[src/rtl/wb_arbiter.sv]
// wb_arbiter: merges ALU, load and mul/div completions onto the single register-file
// write port and tracks pending long-latency destinations for decode hazard detection.
`default_nettype none

module wb_arbiter #(
  parameter int XLEN = 32,
  parameter int NREG = 32,
  localparam int RW  = $clog2(NREG)
) (
  input  logic            clk,
  input  logic            rst,
  input  logic            alu_valid,
  input  logic [RW-1:0]   alu_rd,
  input  logic [XLEN-1:0] alu_data,
  input  logic            ld_valid,
  output logic            ld_ready,
  input  logic [RW-1:0]   ld_rd,
  input  logic [XLEN-1:0] ld_data,
  input  logic            md_valid,
  output logic            md_ready,
  input  logic [RW-1:0]   md_rd,
  input  logic [XLEN-1:0] md_data,
  input  logic            issue_long,
  input  logic [RW-1:0]   issue_rd,
  input  logic [RW-1:0]   rs1_addr,
  input  logic [RW-1:0]   rs2_addr,
  output logic            hazard,
  output logic [NREG-1:0] busy,
  output logic            reg_wr,
  output logic [RW-1:0]   wr_addr,
  output logic [XLEN-1:0] wr_data,
  output logic            wb_err
);

  typedef enum logic {
    GNT_LD = 1'b0,
    GNT_MD = 1'b1
  } grant_e;

  grant_e            last_q, last_d;
  logic              reg_wr_q, reg_wr_d;
  logic [RW-1:0]     wr_addr_q, wr_addr_d;
  logic [XLEN-1:0]   wr_data_q, wr_data_d;
  logic [NREG-1:0]   busy_q, busy_d;
  logic              err_q, err_d;

  logic              ld_acc, md_acc, long_acc, win;
  logic [RW-1:0]     win_rd, long_rd;
  logic [XLEN-1:0]   win_data;

  always_comb begin
    // ALU is never stalled; LD/MD only compete among themselves, alternating on contention.
    ld_ready = rst & ~alu_valid & ld_valid & (~md_valid | (last_q == GNT_MD));
    md_ready = rst & ~alu_valid & md_valid & (~ld_valid | (last_q == GNT_LD));
    ld_acc   = ld_valid & ld_ready;
    md_acc   = md_valid & md_ready;

    win      = 1'b0;
    win_rd   = '0;
    win_data = '0;
    last_d   = last_q;
    if (alu_valid) begin
      win      = 1'b1;
      win_rd   = alu_rd;
      win_data = alu_data;
    end else if (ld_acc) begin
      win      = 1'b1;
      win_rd   = ld_rd;
      win_data = ld_data;
      last_d   = GNT_LD;
    end else if (md_acc) begin
      win      = 1'b1;
      win_rd   = md_rd;
      win_data = md_data;
      last_d   = GNT_MD;
    end

    reg_wr_d  = win & (win_rd != '0);
    wr_addr_d = win ? win_rd : wr_addr_q;
    wr_data_d = win ? win_data : wr_data_q;

    long_acc = ld_acc | md_acc;
    long_rd  = ld_acc ? ld_rd : md_rd;

    // Clear first so a same-cycle issue to the same register keeps it pending.
    busy_d = busy_q;
    if (long_acc) begin
      busy_d[long_rd] = 1'b0;
    end
    if (issue_long && (issue_rd != '0)) begin
      busy_d[issue_rd] = 1'b1;
    end
    busy_d[0] = 1'b0;

    err_d = err_q
          | (long_acc & (long_rd != '0) & ~busy_q[long_rd])
          | (issue_long & busy_q[issue_rd]);
  end

  always_ff @(posedge clk or negedge rst) begin
    if (!rst) begin
      last_q    <= GNT_MD;
      reg_wr_q  <= 1'b0;
      wr_addr_q <= '0;
      wr_data_q <= '0;
      busy_q    <= '0;
      err_q     <= 1'b0;
    end else begin
      last_q    <= last_d;
      reg_wr_q  <= reg_wr_d;
      wr_addr_q <= wr_addr_d;
      wr_data_q <= wr_data_d;
      busy_q    <= busy_d;
      err_q     <= err_d;
    end
  end

  assign hazard  = busy_q[rs1_addr] | busy_q[rs2_addr] | (issue_long & busy_q[issue_rd]);
  assign busy    = busy_q;
  assign reg_wr  = reg_wr_q;
  assign wr_addr = wr_addr_q;
  assign wr_data = wr_data_q;
  assign wb_err  = err_q;

endmodule

`default_nettype wire

[config.mk]
export PLATFORM = sky130hd
export DESIGN_NAME = wb_arbiter
export DESIGN_NICKNAME = d
export VERILOG_FILES = /design/src/rtl/wb_arbiter.sv
export SDC_FILE = /design/constraint.sdc
export NUM_CORES = 1
export LEC_CHECK = 0
export ABC_AREA = 1
export CAP_MARGIN = 40
export CORE_MARGIN = 10
export CORE_UTILIZATION = 35
export CTS_BUF_LIST = sky130_fd_sc_hd__clkbuf_8 sky130_fd_sc_hd__clkbuf_16
export DETAILED_ROUTE_END_ITERATION = 8
export GPL_ROUTABILITY_DRIVEN = 0
export MAX_ROUTING_LAYER = met4
export PLACE_DENSITY = 0.7
export RECOVER_POWER = 50
export SLEW_MARGIN = 20
export SYNTH_ARGS = -nofsm -noshare
export SYNTH_HDL_FRONTEND = slang
export SYNTH_SLANG_ARGS = --single-unit
[constraint.sdc]
create_clock -name clk -period 4.3 [get_ports clk]
set_input_delay 0.645 -clock clk [delete_from_list [all_inputs] [get_ports clk]]
set_output_delay 0.645 -clock clk [all_outputs]
set_load 0.02 [all_outputs]
==> results.md, run 1 <==
Status:
- The flow ran to the end, and the final reports show no timing, DRC or antenna violations.

Floorplanning:
- The die area is ~18,000 um^2.
- The chip width is ~130 um.
- In this run the count of I/O pins placed on the die edge is slightly above 200.
- The row count is 41.
- The overall die height is between 100 and 150 um.
- The effective utilization at floorplan is about 36%.
- In this run the standard cell core region covers between 10,000 and 15,000 um^2.

Job:
- The tool flagged a number of max-cap violations equal to 0.

Routing:
- Summing over every cut layer, the via total after detailed routing is 5,650.
- The sum of routed wire length over all layers is about 20 mm.
- The number of remaining DRC errors is 0.
- Dividing the detail-routed wire length by the instance count gives a little under 20 um.
- After detailed routing, the number of vias per cell comes to ~5.6.
- The detailed router finished its first iteration with 405 violations.
- The first-pass iteration count of the detailed router is 5.
- Once detail routing completed, the nets flagged for antenna violations numbered 0.

Global route:
- Entering global routing, the biggest net connects 52 pins.
- The first global-routing pass estimated around 31 mm of wire.
- The most congested layer reported by global routing is met2.
- The routing usage on met3 is 8.25%.
- The via count of the first global-routing pass is about 5,600.
- Global routing used around 22% of the available tracks across all layers.
- Global routing consumed, on the met1 layer, 24.0% of the routing resources.
- The global routing usage on met2 is between 30% and 40%.
- The total overflow left after global routing is 0.
- The number of antenna violations at the first check in global routing came to 0.

Worst setup path:
- The endpoint required time on the critical path is roughly 3700 ps.
- Counting cells, the worst reg-to-reg path comes to 10.
- In this design, the stage delay of the slowest critical-path cell is 610 ps.
- The class of the most critical setup path is in -> out.
- By instance count, the cell type seen most on the critical path is nand2_1.
- The type of origin of the critical path is an input pin.
- Walking the worst path, the cells encountered are clkdlybuf4s50_1 > inv_1 > nor2_1 > a22oi_1 > nand2_1 > nand2_1 > o21ai_0 > nor2_1 > nand2_1 > nand2_1 > nand3_1 > clkdlybuf4s50_1.
- In this run the worst path has a maximum fanout of 9.
- The nature of the critical path endpoint is a primary output.
- The data arrival time of the critical path is around 3200 ps.
- The slowest cell on the critical path is clkdlybuf4s50_1.

Placement:
- Detailed placement finished with a half-perimeter wire length of roughly 15 mm.
- Once placement completed, the tool counted placed cells totaling 993.
- The port buffer count is 204.
- The instance area after placement is 6670 um^2.

Logic synthesis:
- The cell count after synthesis came out at 636.
- The commonest cells after synthesis are nand2_1 (189), o21ai_0 (98), dfrtp_1 (70).
- The number of nets in the synthesized netlist is 768.
- By area the synthesized netlist is led by dfrtp_1 (39%), nand2_1 (16%), o21ai_0 (11%).
- The synthesized netlist contains 31 unique library cells.
- The number of warnings reported in the yosys synthesis log is 0.
- In this run the biggest area consumer among cell types represents roughly two fifths of the synthesized area.
- The most common cell in the synthesized netlist is nand2_1.
- dfrtp_1 takes more of the synthesized area than any other cell.
- The predominant post-synthesis flop cell is dfrtp_1.
- Counting flops with a built-in enable in the synthesized netlist gives 0.
- The mapped netlist covers approximately 4500 um^2.
- The mean instance size in the synthesized netlist is 7.03 um^2.
- Of the synthesized area, sequential elements account for 39.8%.
- The post-synthesis async set-or-reset flop share is 100%.
- The synthesized flop and latch total is 71.

Clock network:
- The cell sitting at the root of the clock tree is a clkbuf_16.
- In this run the post-CTS setup repair buffer count came out at 0.
- The number of buffers created by CTS is 9.
- Clock-pin slew was measured on the worst setup and hold paths at around 50 ps.
- The post-cts hold buffer count is 0.
- The clock net in this run drives a total of approximately 70 sinks.
- TritonCTS built the clock tree.
- The clock tree synthesis step divided the H-tree into 3 levels.
- Once the clock tree was built, the resizer swapped 0 gates to a different size.
- The clock passes through at most 2 buffers.
- The worst-skew pair later-pin latency is 330 ps.

Cells and area:
- The number of antenna diodes in the final layout is 0.
- The fraction of final layout cells sized beyond drive strength 1 is 3.58%.
- For this run, the post-layout net count is ~970.
- Summing all non-filler instances in the final layout gives an area of around 7000 um^2.
- The post-route non-filler standard cell count is 1,010.
- For this run, the share of the core covered by cells in the final layout is roughly 56%.
- Compared with the post-synthesis result, the final layout area differs by 56.1%.

Timing:
- Setup repair after global routing left no endpoint under its margin.
- For the pin with the worst max-slew slack, the measured transition is around 1200 ps.
- The sum of negative setup slack is 0 ps.
- The minimum period implied by the final worst setup slack is ~3800 ps.
- The largest clock skew in the final design is between 8 and 9 ps.
- Static timing analysis puts the maximum clock frequency at between 200 and 300 MHz.
- The number of pins exceeding their max-slew limit in the final report was 0.
- The worst slew margin relative to its limit is 18.6%.
- Setup violations remaining at the end of the flow were counted as 0.
- The final hold violation count is 0.
- The part of the cycle the worst path needs is approximately nine tenths.

Power and ir drop:
- Summed over all cells, the static leakage comes to approximately 3.0 nW.
- The total power per unit cell area is just under 400 nW/um^2.
- The maximum resistive drop on vdd is ~170 uV.

Min path:
- The number of cells on the worst hold path is 2.
- The path category of the worst min-delay check is reg -> reg.
flip-flops by register name, indices dropped and copies added (netlist names):
register and count:
last_q 1, wb_err 1, wr_addr 5, wr_data 32
busy 31, reg_wr 1
path summary, 6_finish.rpt:
check                                         from                       to  slack (ps)
setup reg to reg                last_q$_DFFE_PN1P_       busy[17]$_DFF_PN0_        1670
hold / removal             wr_data[31]$_DFFE_PN0P_  wr_data[31]$_DFFE_PN0P_         470
setup / recovery                       issue_rd[0]                   hazard         470
hold reg to reg            wr_data[31]$_DFFE_PN0P_  wr_data[31]$_DFFE_PN0P_         470
max in group asynchronous                      rst       last_q$_DFFE_PN1P_        2640
min in group asynchronous                      rst  wr_data[17]$_DFFE_PN0P_         760
worst max-delay path, delay by kind of cell:
| kind | cells | cell delay [ps] |
|---|---|---|
| buffers and inverters | 3 | 1180 |
| AND/OR/NAND/NOR | 7 | 1070 |
| AO/OA/AOI/OAI | 2 | 300 |
logic make-up after synthesis:
kind of cell / Yosys count / synth area share [%]
flops: 71 / 39.8
other cells: 1 / 0.0839
compound gates: 182 / 24.3
simple gates: 307 / 29.1
buf+inv: 75 / 6.71
layout by cell type (no fill, tap or decap):
master / Yosys / layout
nand2_1: 189 / 189
clkdlybuf4s50_1: 0 / 167
o21ai_0: 98 / 98
dfrtp_1: 70 / 70
nand3_1: 57 / 57
inv_1: 49 / 52
a22oi_1: 46 / 46
nor2_1: 37 / 37
dlygate4sd3_1: 0 / 36
a21oi_1: 13 / 13
o211ai_1: 12 / 12
nor3_1: 9 / 9
clkbuf_16: 0 / 9
nand4_1: 6 / 6
o221ai_1: 5 / 5
o22ai_1: 4 / 4
buf_4: 1 / 3
nor2_4: 2 / 2
inv_2: 2 / 2
nor2_2: 2 / 2
nand2_2: 2 / 2
a21o_1: 2 / 2
clkinv_2: 0 / 2
clkbuf_1: 15 / 2
buf_16: 0 / 2
nand3_4: 1 / 1
nand4_2: 1 / 1
o21ai_2: 1 / 1
o21ai_1: 1 / 1
nand3b_1: 1 / 1
conb_1: 1 / 1
clkinv_4: 0 / 1
bufinv_16: 0 / 1
dfstp_2: 1 / 1
stage by stage:
step                hold slack, ps  power, mW  setup WS [ps]
finish                         473       2.72            467
global route                   488       2.86            314
CTS                            367       2.73            552
detailed placement             469       2.01            559
global placement               467       1.99            688
floorplan                      349       1.40           1830
area by class of cell:
cell class | instances | area, um^2
Fill cell | 1172 | 5590
Inverter | 51 | 191
Clock buffer | 9 | 225
Tap cell | 172 | 215
Sequential cell | 71 | 1780
Clock inverter | 7 | 60.1
Multi-Input combinational cell | 490 | 2390
Timing Repair Buffer | 210 | 2120
routing by layer:
| metal | share of wire [%] | routed length [um] |
|---|---|---|
| met1 | 37 | 7480 |
| met2 | 48 | 9670 |
| met3 | 11 | 2280 |
| met4 | 3.3 | 667 |
| met5 | 0 | 0 |
report_power, final:
| part | total [mW] | internal [mW] | switching (mW) | leakage [nW] |
|---|---|---|---|---|
| registers | 1.03 | 0.793 | 0.238 | 0.834 |
| clock network | 0.720 | 0.441 | 0.278 | 0.153 |
| logic | 0.968 | 0.450 | 0.518 | 2.05 |
| total | 2.72 | 1.68 | 1.03 | 3.04 |
Power figures use the tool's default switching activity.
==> run 2: changes to the inputs <==
--- a/config.mk
+++ b/config.mk
@@ -8,12 +8,12 @@
 export ABC_AREA = 1
 export CAP_MARGIN = 40
 export CORE_MARGIN = 10
-export CORE_UTILIZATION = 35
+export CORE_UTILIZATION = 45
 export CTS_BUF_LIST = sky130_fd_sc_hd__clkbuf_8 sky130_fd_sc_hd__clkbuf_16
 export DETAILED_ROUTE_END_ITERATION = 8
 export GPL_ROUTABILITY_DRIVEN = 0
 export MAX_ROUTING_LAYER = met4
-export PLACE_DENSITY = 0.7
+export PLACE_DENSITY = 0.86
 export RECOVER_POWER = 50
 export SLEW_MARGIN = 20
 export SYNTH_ARGS = -nofsm -noshare
==> run 2 against run 1 <==
  * The run now ends with max-capacitance violations, max-slew violations left
  * Clock-buffer cell count is 1 higher
  * Power is 7.6% lower
  * First-iteration DRC count increased by 120%
  * Largest cell class unchanged
  * Clock power is 27% lower
  * Final cell count shrank 4.1%
  * Setup slack improved by 13 ps
  * Critical endpoint unchanged
  * Sequential power hardly changed
==> results.md, run 2 (synthesis results as in run 1) <==
Status:
- Status: complete, but fails checks (was finished, final reports clean).
- The final reports fail on max-capacitance violations, max-slew violations.

Placement:
- The placed wire-length estimate was 15.1 mm (was 15.5 mm).
- The placed instance count is 954 (was 993).
- The port buffer count is 204 (unchanged).
- The post-placement setup slack was 548 ps (was 559 ps).
- The instance area after placement was 6600 um^2 (was 6670 um^2).

Cells and area:
- The most common cell after layout, fill and taps aside is nand2_1 (unchanged).
- The post-route non-filler standard cell count is 969 (was 1,010).
- Most frequent cells in the layout: nand2_1 (189), clkdlybuf4s50_1 (168), o21ai_0 (98), dfrtp_1 (70), nand3_1 (57) (was nand2_1 (189), clkdlybuf4s50_1 (167), o21ai_0 (98), dfrtp_1 (70), nand3_1 (57)).
- The fraction of final layout cells sized beyond drive strength 1 was 3.59% (was 3.58%).
- The count of filler cells inserted in the layout came to 827 (was 1,172).
- The total number of nets in the final design is 964 (was 965).
- The area growth from synthesis to layout is 51.7% (was 56.1%).
- The post-route standard cell area excluding fillers is 6790 um^2 (was 6980 um^2).
- The count of inserted antenna diode cells came to 0 (unchanged).
- The number of flip-flops under the largest register name is 32 (unchanged).

Worst setup path:
- The class of the most critical setup path is in -> out (unchanged).
- The nature of the critical path endpoint is a primary output (unchanged).
- The type of origin of the critical path is an input pin (unchanged).
- The data arrival time of the critical path is 3180 ps (was 3190 ps).
- The cell type with the highest occurrence count on the critical path is nand3_1 (was nand2_1).
- The maximum fanout along the worst path is 17 (was 9).
- The largest stage delay on the critical path is 790 ps (was 610 ps).
- Ordered cell list for the critical path: clkdlybuf4s50_1 > inv_1 > a21oi_1 > o21ai_0 > o211ai_1 > nand3_1 > nand3_1 > o21ai_0 > nand3_1 > clkdlybuf4s50_1 (was clkdlybuf4s50_1 > inv_1 > nor2_1 > a22oi_1 > nand2_1 > nand2_1 > o21ai_0 > nor2_1 > nand2_1 > nand2_1 > nand3_1 > clkdlybuf4s50_1).
- The slowest cell on the critical path is clkdlybuf4s50_1 (unchanged).
- The endpoint required time on the critical path is 3650 ps (about the same).

Clock network:
- The total number of clock tree sinks is 71 (unchanged).
- The worst-skew pair later-pin latency is 350 ps (was 330 ps).
- The TritonCTS clock tree is done (unchanged).
- The buffer count from post-CTS setup fixing is 0 (unchanged).
- The number of buffers created by CTS is 9 (unchanged).
- The clock tree root driver cell is clkbuf_8 (was clkbuf_16).
- The post-cts hold buffer count was 0 (unchanged).
- The number of instances resized during post-cts repair came to 0 (unchanged).
- The H-tree depth reported by CTS is 3 (unchanged).
- The deepest clock path buffer count came to 2 (unchanged).
- The clock-pin slew on the worst setup and hold paths is 70 ps (was 50 ps).

Power and ir drop:
- The clock network fraction of total power was 21.0% (was 26.5%).
- The combinational power share is 38.3% (was 35.6%).
- The net switching component of the power came to 0.995 mW (was 1.03 mW).
- The share of power burned in registers is 40.6% (was 37.9%).
- The maximum resistive drop on vdd is 185 uV (was 173 uV).
- The total leakage power is 2.96 nW (was 3.04 nW).
- The post-route total power came to 2.51 mW (was 2.72 mW).
- The switching power as a share of total power is 39.6% (was 38.0%).
- The internal power of the cells came to 1.52 mW (was 1.68 mW).
- The total power per unit cell area was 370 nW/um^2 (was 389 nW/um^2).

Floorplanning:
- The area inside the core boundary is 9730 um^2 (was 12,600 um^2).
- The chip width was 120 um (was 133 um).
- The die area is 14,300 um^2 (was 17,700 um^2).
- The row count is 36 (was 41).
- The effective utilization at floorplan was 46.0% (was 35.6%).
- The count of pins on the block boundary is 206 (unchanged).
- The overall die height is 120 um (was 133 um).

Timing:
- The highest clock frequency the design can meet is 262 MHz (was 261 MHz).
- The minimum period implied by the final worst setup slack is 3820 ps (was 3830 ps).
- The count of endpoints failing setup in the final report is 0 (unchanged).
- The sum of negative setup slack was 0 ps (unchanged).
- The worst setup slack after layout came to 479 ps (was 467 ps).
- The part of the cycle the worst path needs was 88.8% (was 89.1%).
- The worst slew margin relative to its limit is -20.4% (was 18.6%).
- The largest clock skew in the final design is 12.1 ps (was 8.21 ps).
- The final hold violation count was 0 (unchanged).
- The transition time of the tightest slew-check pin is 1810 ps (was 1220 ps).
- The number of pins exceeding their max-slew limit in the final report came to 36 (was 0).
- Unrepaired setup endpoints after global routing: no (unchanged).

Min path:
- The path category of the worst min-delay check was reg -> reg (unchanged).

Routing:
- The routed via count is 5,722 (was 5,650).
- The number of remaining DRC errors is 0 (unchanged).
- The average via count per standard cell is 5.91 (was 5.59).
- The met2 routed wirelength is 9.06 mm (was 9.67 mm).
- The detailed route wirelength on metal3 is 2.65 mm (was 2.28 mm).
- The sum of routed wire length over all layers is 19.5 mm (was 20.1 mm).
- The met1 wire length is 6.79 mm (was 7.48 mm).
- The number of DRC markers in iteration 0 is 873 (was 405).
- The uppermost signal routing layer after detailed routing is met4 (unchanged).
- The first-pass iteration count of the detailed router is 7 (was 5).
- The routed wire length per instance is 20.1 um (was 19.9 um).
- The number of nets with antenna violations after detailed routing came to 0 (unchanged).

Global route:
- The total global-route track usage is 27.2% (was 22.5%).
- The global-route wire length before repair was 30.7 mm (was 31.0 mm).
- The number of antenna violations at the first check in global routing is 0 (unchanged).
- The sum of overflow across all layers after global routing is 0 (unchanged).
- The via count of the first global-routing pass is 5,657 (was 5,617).
- The largest net degree at the start of global routing is 39 (was 52).

Job:
- The number of violations of the max-capacitance limit is 1 (was 0).
-- run 2: cell types whose count changed in the layout (fill, tap and decap cells not counted), sizes merged --
cell,previous run,this run
dlygate4sd3,36,35
inv,54,51
buf,5,3
clkdlybuf4s50,167,168
clkinv,3,2
clkbuf,11,13
clkinvlp,0,2
-- run 2: worst max-delay path, delay by kind of cell --
| kind | cells | cell delay, ps |
|---|---|---|
| AO/OA/AOI/OAI | 4 | 520 |
| buffers and inverters | 3 | 1730 |
| AND/OR/NAND/NOR | 3 | 280 |
-- run 2: worst paths after layout --
check / start / end / slack, ps / cells after the start
setup / recovery: rs2_addr[0] / hazard / 480 / 10
hold / removal: wr_data[3]$_DFFE_PN0P_ / wr_data[3]$_DFFE_PN0P_ / 480 / 2
setup reg to reg: last_q$_DFFE_PN1P_ / busy[5]$_DFF_PN0_ / 1860 / 7
hold reg to reg: wr_data[3]$_DFFE_PN0P_ / wr_data[3]$_DFFE_PN0P_ / 480 / 2
max in group asynchronous: rst / wr_addr[0]$_DFFE_PN0P_ / 1500 / 3
min in group asynchronous: rst / busy[24]$_DFF_PN0_ / 1020 / 2
-- run 2: through the flow --
step,utilization (%),hold slack (ps)
2_1_floorplan,-,349
3_3_place_gp,67.9,466
3_5_place_dp,67.9,470
4_1_cts,69.9,413
5_1_grt,69.7,506
6_report,69.7,482
-- run 2: routing by layer --
metal,track usage (%),vias to the layer above
met5,-,-
met4,12.8,0
met3,7.74,89
met2,42.8,464
met1,31.5,2594
li1,-,2575
-- run 2: power groups by stage --
stage | Combinational, mW | Sequential, mW | Clock (mW)
after floorplan | 0.327 | 1.07 | 0
after global placement | 0.952 | 1.00 | 0
after detailed placement | 0.976 | 1.01 | 0
after CTS | 0.980 | 0.998 | 0.534
after global routing | 1.05 | 1.02 | 0.566
final | 0.962 | 1.02 | 0.529
-- run 2: cell type report --
type | instances | area [um^2] | share of cell area, %
repair buffers | 209 | 2070 | 30.5
flip-flops and latches | 71 | 1780 | 26.2
clock inverters | 5 | 58.8 | 0.867
multi-input cells | 490 | 2390 | 35.2
clock buffers | 10 | 138 | 2.03
well taps | 133 | 166 | 2.45
inverters | 51 | 191 | 2.82
